==> src/rtl/pulse_meas_pkg.sv <==
// pulse_meas_pkg: shared state encoding, default widths and result layout for pulse_meas
package pulse_meas_pkg;
   localparam int DATA_W_DEF = 32;
   localparam int CNT_W_DEF  = 24;
   typedef enum logic [1:0] {IDLE, SYNC, HIGH, LOW} state_t;
   typedef struct packed {
      logic                 ovf;
      logic [CNT_W_DEF-1:0] period;
      logic [CNT_W_DEF-1:0] width;
   } meas_res_t;
endpackage

==> src/rtl/pulse_meas_hyst_cmp.sv <==
// pulse_hyst_cmp: registered signed hysteresis comparator with same-cycle rise/fall strobes
module pulse_hyst_cmp #(
   parameter int DATA_W = 32
) (
   input  logic                     clk_20m,
   input  logic                     rst,
   input  logic signed [DATA_W-1:0] din,
   input  logic                     din_valid,
   input  logic signed [DATA_W-1:0] th_hi,
   input  logic signed [DATA_W-1:0] th_lo,
   output logic                     lvl,
   output logic                     rise,
   output logic                     fall
);
   logic lvl_q, lvl_d;
   always_comb begin
      lvl_d = !din_valid ? lvl_q : din > th_hi ? 1'b1 : din < th_lo ? 1'b0 : lvl_q;
   end
   always_ff @(posedge clk_20m or posedge rst) begin
      if (rst) lvl_q <= 1'b0;
      else lvl_q <= lvl_d;
   end
   assign lvl  = lvl_q;
   assign rise = lvl_d & ~lvl_q;
   assign fall = ~lvl_d & lvl_q;
endmodule

==> src/rtl/pulse_meas.sv <==
// pulse_meas: hysteresis level, saturating pulse width/period measurement, single-entry result slot
module pulse_meas
   import pulse_meas_pkg::*;
#(
   parameter int DATA_W = DATA_W_DEF,
   parameter int CNT_W  = CNT_W_DEF
) (
   input  logic                     clk_20m,
   input  logic                     rst,
   input  logic signed [DATA_W-1:0] din,
   input  logic                     din_valid,
   input  logic                     enable,
   input  logic signed [DATA_W-1:0] th_hi,
   input  logic signed [DATA_W-1:0] th_lo,
   output logic                     lvl,
   output logic [CNT_W-1:0]         meas_width,
   output logic [CNT_W-1:0]         meas_period,
   output logic                     meas_ovf,
   output logic                     meas_valid,
   input  logic                     meas_ready,
   output logic                     lost
);
   typedef struct packed {
      logic             ovf;
      logic [CNT_W-1:0] period;
      logic [CNT_W-1:0] width;
   } res_t;
   state_t           state_q, state_d;
   logic [CNT_W-1:0] width_q, width_d, period_q, period_d;
   logic             ovf_q, ovf_d, valid_q, valid_d, lost_q, lost_d;
   logic             rise, fall, cap, load, w_inc;
   res_t             res_q, res_d;

   pulse_hyst_cmp #(.DATA_W(DATA_W)) u_cmp (
      .clk_20m   (clk_20m),
      .rst       (rst),
      .din       (din),
      .din_valid (din_valid),
      .th_hi     (th_hi),
      .th_lo     (th_lo),
      .lvl       (lvl),
      .rise      (rise),
      .fall      (fall)
   );

   assign w_inc = state_q == HIGH && !fall;

   always_comb begin
      state_d  = state_q;
      width_d  = width_q;
      period_d = period_q;
      ovf_d    = ovf_q;
      cap      = 1'b0;
      if (!enable) begin
         state_d  = IDLE;
         width_d  = '0;
         period_d = '0;
         ovf_d    = 1'b0;
      end else if (state_q == IDLE) begin
         state_d = SYNC;
      end else if (rise) begin
         // every rise opens a fresh pulse; only a rise seen from LOW closes a full measurement
         cap      = state_q == LOW;
         state_d  = HIGH;
         width_d  = CNT_W'(1);
         period_d = CNT_W'(1);
         ovf_d    = 1'b0;
      end else if (din_valid && state_q != SYNC) begin
         period_d = &period_q ? period_q : period_q + CNT_W'(1);
         width_d  = w_inc && !(&width_q) ? width_q + CNT_W'(1) : width_q;
         ovf_d    = ovf_q | (&period_q) | (w_inc & (&width_q));
         state_d  = state_q == HIGH && fall ? LOW : state_q;
      end
   end

   always_comb begin
      load    = cap && (!valid_q || meas_ready);
      res_d   = load ? {ovf_q, period_q, width_q} : res_q;
      valid_d = load || (valid_q && !meas_ready);
      lost_d  = lost_q || (cap && valid_q && !meas_ready);
   end

   always_ff @(posedge clk_20m or posedge rst) begin
      if (rst) begin
         state_q  <= IDLE;
         width_q  <= '0;
         period_q <= '0;
         ovf_q    <= 1'b0;
         res_q    <= '0;
         valid_q  <= 1'b0;
         lost_q   <= 1'b0;
      end else begin
         state_q  <= state_d;
         width_q  <= width_d;
         period_q <= period_d;
         ovf_q    <= ovf_d;
         res_q    <= res_d;
         valid_q  <= valid_d;
         lost_q   <= lost_d;
      end
   end

   assign meas_width  = res_q.width;
   assign meas_period = res_q.period;
   assign meas_ovf    = res_q.ovf;
   assign meas_valid  = valid_q;
   assign lost        = lost_q;
endmodule

==> config.mk <==
export PLATFORM = sky130hd
export DESIGN_NAME = pulse_meas
export DESIGN_NICKNAME = d
export VERILOG_FILES = /design/src/rtl/pulse_meas_pkg.sv /design/src/rtl/pulse_meas_hyst_cmp.sv /design/src/rtl/pulse_meas.sv
export SDC_FILE = /design/constraint.sdc
export NUM_CORES = 1
export LEC_CHECK = 0
export ABC_AREA = 1
export CORE_UTILIZATION = 47
export CTS_CLUSTER_DIAMETER = 150
export CTS_CLUSTER_SIZE = 12
export DETAILED_ROUTE_END_ITERATION = 10
export PLACE_DENSITY = 0.89
export SYNTH_ARGS = -nofsm -noshare
export SYNTH_HDL_FRONTEND = slang
export SYNTH_HIERARCHICAL = 1
export SYNTH_SLANG_ARGS = --single-unit
export TNS_END_PERCENT = 10
==> constraint.sdc <==
create_clock -name clk_20m -period 3 [get_ports clk_20m]
set_clock_uncertainty 0.15 [all_clocks]
set_input_delay 0.45 -clock clk_20m [delete_from_list [all_inputs] [get_ports clk_20m]]
set_output_delay 0.45 -clock clk_20m [all_outputs]
set_load 0.005 [all_outputs]
## Word level (Yosys, flattened, before mapping)

Cells that the tools add are included.

- Output and inout port bits: 52
- Register bits after elaboration: 103
- Logic and storage cells: 77
- Bits of input ports: 101

- Multiplexer cells: 25
- Bitwise gates (word level): 7
- $add $sub $neg: 2
- Eq/ne operators: 9
- Reductions and logical operators: 22
- $lt $le $gt $ge: 2

Operators by type and width:

| cell | count |
|---|---|
| two-way mux 24 bit | 10 |
| adder 24 x 1 -> 24 bit (second input constant) | 2 |
| AND reduction 24 bit | 2 |
| > comparator 32 bit | 1 |
| less-than comparator 32 bit | 1 |
| two-way mux 1 bit | 10 |
| two-way mux 2 bit | 5 |
| logical AND 1 bit | 8 |
| inequality test 4 x 1 -> 1 bit (second input constant) | 2 |
| inequality test 3 x 1 -> 1 bit (second input constant) | 2 |
| AND reduction 3 bit | 2 |
| == test 2 bit (second input constant) | 2 |
| logical NOT 1 bit | 4 |
| AND reduction 2 bit | 2 |
| AND 1 bit | 3 |
| logical OR 1 bit | 3 |
| inequality test 3 bit (second input constant) | 1 |
| logical NOT 2 bit | 1 |
| inequality test 2 x 1 -> 1 bit (second input constant) | 1 |
| inequality test 2 bit (second input constant) | 1 |
| NOT 1 bit | 2 |
| bitwise OR 1 bit | 2 |

## Logic depth before layout (Yosys ltp)

Gate-level depths: netlist of the first run.

- Depth in word-level cells: 14
- Gate-level depth with buffers: 26

## Hierarchy

Netlist of the first run, hierarchy kept.

Modules (own cells, without submodules):

| module | sequential area each (um^2) | area each (um^2) | times used | cells each |
|---|---|---|---|---|
| pulse_meas | 2552.4 | 5427.7 | 1 | 722 |
| pulse_hyst_cmp | 25.0 | 1744.2 | 1 | 281 |

## Least setup slack after synthesis of the first run

No wires, ideal clock.

- Path type: in2reg
- From: in th_hi[23]
- To: reg res_q (netlist bit meas_width[10])
- Data required time: 2.719 ns
- Cell stages on the path: 20
- Arrival time: 2.687 ns
- Slack: 0.032 ns
- Library setup time: 0.131 ns
- Cell sequence: inv_1 -> ha_1 -> nand2_2 -> nor4_2 -> nand3_1 -> clkinv_1 -> nand2_2 -> nand2_1 -> nand2_1 -> nand2_1 -> nand2_2 -> nor2_1 -> buf_4 -> inv_2 -> nor4_4 -> nand2_2 -> buf_2 -> buf_2 -> nand2_1 -> o21ai_0

- Word-level cells in the longest chain between the ends: 8

Ends and longest elaborated chain:

| what | line | text |
|---|---|---|
| start, declared | pulse_meas.sv:13 | `input logic signed [DATA_W-1:0] th_hi,` |
| > comparator 32 bit | pulse_meas_hyst_cmp.sv:17 | `lvl_d = !din_valid ? lvl_q : din > th_hi ? 1'b1 : din < th_lo ? 1'b0 : lvl_q;` |
| two-way mux 1 bit (2 in series) | pulse_meas_hyst_cmp.sv:17 |  |
| AND 1 bit | pulse_meas_hyst_cmp.sv:24 | `assign rise = lvl_d & ~lvl_q;` |
| net rise | pulse_meas.sv:31 | `logic rise, fall, cap, load, w_inc;` |
| two-way mux 1 bit | pulse_meas.sv:61 | `end else if (rise) begin` |
| two-way mux 1 bit | pulse_meas.sv:59 | `end else if (state_q == IDLE) begin` |
| two-way mux 1 bit | pulse_meas.sv:54 | `if (!enable) begin` |
| logical AND 1 bit | pulse_meas.sv:77 | `load = cap && (!valid_q \|\| meas_ready);` |
| end signal, assigned | pulse_meas.sv:97 | `res_q <= res_d;` |
| end, declared | pulse_meas.sv:32 | `res_t res_q, res_d;` |

The timed path passes the listed nets, and every way through them passes these cells.
A chain may end at the register's enable or synchronous reset.

## Worst setup path in the final report of the first run

- From: in th_lo[23]
- To: reg width_q[12]

- Word-level cells in the longest chain between the ends: 11

Ends and longest elaborated chain:

| what | line | text |
|---|---|---|
| start, declared | pulse_meas.sv:14 | `input logic signed [DATA_W-1:0] th_lo,` |
| less-than comparator 32 bit | pulse_meas_hyst_cmp.sv:17 |  |
| two-way mux 1 bit (3 in series) | pulse_meas_hyst_cmp.sv:17 |  |
| NOT 1 bit | pulse_meas_hyst_cmp.sv:25 | `assign fall = ~lvl_d & lvl_q;` |
| AND 1 bit | pulse_meas_hyst_cmp.sv:25 |  |
| net fall | pulse_meas.sv:31 |  |
| logical NOT 1 bit | pulse_meas.sv:46 | `assign w_inc = state_q == HIGH && !fall;` |
| logical AND 1 bit | pulse_meas.sv:46 |  |
| logical AND 1 bit | pulse_meas.sv:70 | `width_d = w_inc && !(&width_q) ? width_q + CNT_W'(1) : width_q;` |
| inequality test 3 x 1 -> 1 bit (no line) | - |  |
| AND reduction 3 bit (no line) | - |  |
| end signal, assigned | pulse_meas.sv:94 | `width_q <= width_d;` |
| end, declared | pulse_meas.sv:29 | `logic [CNT_W-1:0] width_q, width_d, period_q, period_d;` |

The timed path passes the listed nets, and every way through them passes these cells. The select of a mux whose other input is x is not followed.

==> flow_summary.toml, run 1 <==
[routing]
wl_per_cell_um = 16.8
vias_per_cell = 5.52
wl_um = 23400
vias = 7683
drt_pass1_iterations = 8
drtIter0Drc = 626
postRouteAntennaNets = 0
drc = 8

[synthesis]
yosysSeqAreaShare_pct = 35.9
synth_edf_count = 0
ys_seq_elements = 103
syn_area_per_cell_um2 = 7.15
syn-num-nets = 1169
synth_top_area_share_pct = 35.9
async_reset_ff_share_pct = 100
synth_area_leaders = "dfrtp_1 (36%), nand2_1 (15%), ha_1 (11%)"
syn_inst = 1003
synth_area_mm2 = 0.00717
ys_types = 37
synth_flop_cell = "dfrtp_1"
synth_largest_area_cell = "dfrtp_1"
yosysWarningCount = 6

[critical_path]
critPathMaxStageDelay_ps = 480
worst_setup_path_start_kind = "primary input"
worstPathRequired_ps = 3080
worstPathArrival_ps = 3210
cp_slowest_cell = "clkdlybuf4s50_1"
cp-end-kind = "flip-flop"
cp_common_cell = "nand3_2"
crit_path_max_fanout = 5
path_cells = "clkdlybuf4s50_1, inv_1, ha_4, nand2_2, nor2_1, nor2_1, nand3_2, a21oi_2, nand3_2, nand2_2, nor2_2, nand3_2, inv_2, nand3b_1, nor2_4, o21ai_4, buf_8, nand3_1, nand2_1"
path_class = "in2reg"

[global_routing]
use_met2_pct = 41.3
use_met1_pct = 28.7
busiest_layer = "met2"
grt_pass1_vias = 6767
track_usage_pct = 23.8
grt_antenna_before_repair = 1
grt_max_degree = 103
grt_pass1_wl_um = 30700
gr-usage-met3_pct = 5.09
grt_overflow_total = 0

[die]
core-area_mm2 = 0.0147
die_width_um = 126
placementRows = 44
die-area_mm2 = 0.0158
die_h_um = 126
start_util_pct = 48.8
io_pins = 153

[layout]
drive_gt1_share_pct = 20.8
layout_commonest_cell = "nand2_1"
design_area_mm2 = 0.0106
nets = 1371
most-common-layout-cells = "nand2_1 (273), nor2_1 (103), dfrtp_1 (103), inv_1 (100), clkdlybuf4s50_1 (81)"
syn2layout_area_growth_pct = 47.5

[job]
cap_violations = 0

[placed_design]
hpwlAfterDp_um = 14200
gp_congestion = 0.901
portBuffers = 152
place_area_mm2 = 0.00920

[clock_tree]
htreeDepth = 3
clk_pin_slew_ps = 70
cts.sinks = 103
clk_latency_ps = 350
cts-root-buf = "clkbuf_16"
cts_buffers = 9
clockBufferDepth = 2
cts_tree = "done"
holdBufCountCts = 0

[timing]
setup_ws_ps = -135
hold_viol = 0
fmax_mhz = 319
tightest_slew_ps = 583
period_needed_ps = 3130
finalSetupViolations = 24
fin_setup_tns_ps = -2240
min_period_over_period_pct = 104
slew_violations = 0
slew_headroom_pct = 61.0

[status]
status = "finished, violations left"
violations = "design-rule violations, negative setup slack"

[pwr]
power_leakage_uw = 0.00530
irDropWorstVdd_v = 0.000257
powerDensity_mw_per_mm2 = 344

[worst_hold_path]
hold_class = "in2async"
through the flow:
step	util (%)	instances	power, uW	hold slack, ps	setup slack (ps)
detailed placement	62.6	1367	2280	309	-555
global placement	62.6	1367	2250	306	-492
finish	72.0	1393	3640	170	-135
floorplan	-	1003	1900	28.7	32.4
CTS	64.8	1382	3430	156	-23.2
global route	72.0	1393	3790	181	-148
path summary, 6_finish.rpt:
kind	from	to	slack (ps)	depth (start not counted)
worst max-delay path	th_lo[23]	width_q[12]$_DFFE_PP0P_	-130	19
worst min-delay path	rst	u_cmp/lvl$_DFF_PP0_	170	2
worst max register to register	width_q[0]$_DFFE_PP0P_	width_q[2]$_DFFE_PP0P_	610	10
worst min register to register	meas_width[13]$_DFFE_PP0P_	meas_width[13]$_DFFE_PP0P_	320	2
max in group asynchronous	rst	width_q[12]$_DFFE_PP0P_	1800	3
min in group clk_20m	meas_width[13]$_DFFE_PP0P_	meas_width[13]$_DFFE_PP0P_	320	2
cell usage after synthesis, types with 4 or more instances:
library cell and count:
nand2_1 291, inv_1 133, nor2_1 113, dfrtp_1 103, nand3_1 77, ha_1 65
o21ai_0 49, a21oi_1 40, o21ai_1 15, nor3_1 13, buf_2 10, nand4_1 10
xor2_1 9, nand2_2 8, nor2_4 8, buf_6 7, clkbuf_1 6, inv_2 5
nand3_2 5, a31oi_1 4
cell type report:
type	instances	area (um^2)
antenna	1	2.50
clock buffer	10	229
clock inverter	4	48.8
fill	987	4120
inverter	141	539
multi-input combinational	736	4690
sequential	103	2580
tap	184	230
timing repair buffer	214	2260
layer usage:
metal  vias up  part of all wire (%)
met3        90                   7.9
met1      3580                    38
met5         -                     0
met4         0                   4.5
met2       415                    49
li1       3598                     -
cells by family after synthesis:
family                   share of synthesized area (%)
AO/OA/AOI/OAI                                     8.78
XOR/XNOR                                          1.22
adder cells (fa/ha/maj)                           11.3
buffers and inverters                             9.89
flip-flops                                        35.9
AND/OR/NAND/NOR                                   32.8
worst max-delay path: cells and delay by family:
kind            cells  cell delay, ps
buf+inv             4             790
compound gates      2             360
simple gates       12            1380
fa+ha+maj           1             230
state kept, by name (all words and copies together) (netlist names):
register / cells
lost: 1
meas_ovf: 1
meas_period: 24
meas_valid: 1
meas_width: 24
ovf_q: 1
period_q: 24
state_q: 2
u_cmp/lvl: 1
width_q: 24
where the power goes:
group / switching [uW] / leakage, uW / internal (uW)
combinational: 533 / 0.00375 / 478
clock: 503 / 0.000138 / 637
sequential: 45.1 / 0.00142 / 1440
timing repair:
item	CTS	global route
cloned	0	5
buffers inserted	1	5
resized for setup	9	225
pin swaps	5	67
endpoints found under the setup margin	91	92
Power figures use the tool's default switching activity.
==> inputs of run 2 (changes only) <==
--- a/config.mk
+++ b/config.mk
@@ -10,6 +10,7 @@
 export CTS_CLUSTER_DIAMETER = 150
 export CTS_CLUSTER_SIZE = 12
 export DETAILED_ROUTE_END_ITERATION = 10
+export GPL_TIMING_DRIVEN = 0
 export PLACE_DENSITY = 0.89
 export SYNTH_ARGS = -nofsm -noshare
 export SYNTH_HDL_FRONTEND = slang
==> flow_summary.toml, run 2 (same netlist as run 1, synthesis figures left out) <==
[pwr]
powerDensity_mw_per_mm2 = 361
irDropWorstVdd_v = 0.000216
power_leakage_uw = 0.00506

[critical_path]
path_class = "in2reg"
worstPathRequired_ps = 3100
cp-end-kind = "flip-flop"
reg2reg_from = "width_q[0]$_DFFE_PP0P_"
worst_setup_path_start_kind = "primary input"
rrSetupSlack_ps = 650
reg2reg_to = "width_q[15]$_DFFE_PP0P_"
crit_path_max_fanout = 10
worstPathArrival_ps = 3230
reg2reg_depth = 11

[timing]
tightest_slew_ps = 949
slew_headroom_pct = 36.6
period_needed_ps = 3140
hold_viol = 0
fin_setup_tns_ps = -2390
finalSetupViolations = 20
rsz0062_at_grt = "true"
setup_ws_ps = -135
min_period_over_period_pct = 105
slew_violations = 0
fmax_mhz = 319

[job]
cap_violations = 0

[die]
io_pins = 153
die-area_mm2 = 0.0158
placementRows = 44
die_h_um = 126
start_util_pct = 48.8
core-area_mm2 = 0.0147
die_width_um = 126

[layout]
design_area_mm2 = 0.0102
drive_gt1_share_pct = 17.8
multi_input_area_mm2 = 0.00441
fillers = 1074
layout_commonest_cell = "nand2_1"
nets = 1353
ff_latch_area_mm2 = 0.00258
most-common-layout-cells = "nand2_1 (269), nor2_1 (109), inv_1 (106), dfrtp_1 (103), clkdlybuf4s50_1 (88)"
syn2layout_area_growth_pct = 41.9

[global_routing]
grt_pass1_wl_um = 32900
track_usage_pct = 25.9
grt_overflow_total = 0
grt_pass1_vias = 7012
grt_max_degree = 41
grt_antenna_before_repair = 1

[placed_design]
place_area_mm2 = 0.00897
hpwlAfterDp_um = 14900
gp_congestion = 0.938
dp_slack_ps = -1020
portBuffers = 152

[clock_tree]
cts_tree = "done"
htreeDepth = 3
cts-root-buf = "clkbuf_16"
clockBufferDepth = 2
cts_buffers = 9
clk_latency_ps = 360
clk_pin_slew_ps = 70
cts.sinks = 103
holdBufCountCts = 0

[routing]
postRouteAntennaNets = 0
vias = 7409
drt_pass1_iterations = 10
wl_um = 21900
drtIter0Drc = 617
vias_per_cell = 5.38
drc = 8
wl_per_cell_um = 15.9

[status]
status = "finished, violations left"
violations = "design-rule violations, negative setup slack"

[worst_hold_path]
hold_class = "in2async"
run 2: changes by cell type in the layout (fill, tap and decap cells not counted), sizes merged, moves of 2 or more:
| cell | previous run | this run |
|---|---|---|
| clkbuf | 12 | 34 |
| buf | 60 | 40 |
| dlymetal6s2s | 71 | 48 |
| nand2 | 304 | 302 |
| clkdlybuf4s50 | 81 | 88 |
run 2: per-layer routing:
metal / GRT usage, % / up-vias / share of wire (%)
met2: 45.3 / 383 / 49
met1: 31.7 / 3378 / 39
met4: 9.68 / 0 / 3.5
met3: 4.58 / 73 / 7.9
met5: 0 / - / 0
li1: - / 3575 / -
run 2: worst max-delay path: stages:
cell and delay [ps]:
clkdlybuf4s50_1 470, inv_1 50, ha_1 280, a21oi_1 240
o21a_1 190, nand2_1 80, a21oi_1 260, a21oi_1 150
nor2_1 140, nand3_2 80, inv_2 70, nand3b_1 180
nor2_4 60, o21ai_4 130, nand2_4 120, buf_6 170
nand2_1 60, nand2_1 50
run 2: what timing repair did:
action / in CTS / in global routing
gates resized for setup: 68 / 190
gates cloned: 1 / 3
endpoints found under the setup margin: 92 / 99
pin swaps: 9 / 34
setup buffers: 12 / 3
run 2: area by class of cell:
| type | instances | area share [%] |
|---|---|---|
| Clock inverter | 5 | 0.774 |
| Antenna cell | 1 | 0.0246 |
| Sequential cell | 103 | 25.3 |
| Inverter | 141 | 5.40 |
| Multi-Input combinational cell | 733 | 43.3 |
| Timing Repair Buffer | 173 | 17.9 |
| Buffer | 26 | 2.63 |
| Tap cell | 184 | 2.26 |
| Clock buffer | 11 | 2.38 |
run 2: through the flow:
stage,util (%),std cells,total power (uW),hold WS [ps]
2_1_floorplan,-,1003,1900,28.7
3_3_place_gp,60.7,1339,2230,310
3_5_place_dp,61.0,1341,2260,313
4_1_cts,65.1,1370,3570,149
5_1_grt,69.3,1377,3820,165
6_report,69.3,1377,3680,144
run 2: power by group:
| part | leakage, uW | switching [uW] | internal, uW | total (uW) |
|---|---|---|---|---|
| sequential | 0.00142 | 47.5 | 1440 | 1490 |
| combinational | 0.00349 | 481 | 421 | 901 |
| clock | 0.000160 | 534 | 754 | 1290 |
run 2: worst max path at each step:
stage	start	end	slack, ps	depth (start not counted)
after floorplan	th_hi[23]	meas_width[10]$_DFFE_PP0P_	30	20
after global placement	th_hi[23]	meas_width[5]$_DFFE_PP0P_	-950	21
after detailed placement	din[15]	meas_width[15]$_DFFE_PP0P_	-1020	20
after CTS	th_hi[21]	meas_period[2]$_DFFE_PP0P_	-20	20
after global routing	th_lo[31]	width_q[7]$_DFFE_PP0P_	-340	19
final	th_lo[29]	width_q[15]$_DFFE_PP0P_	-140	18
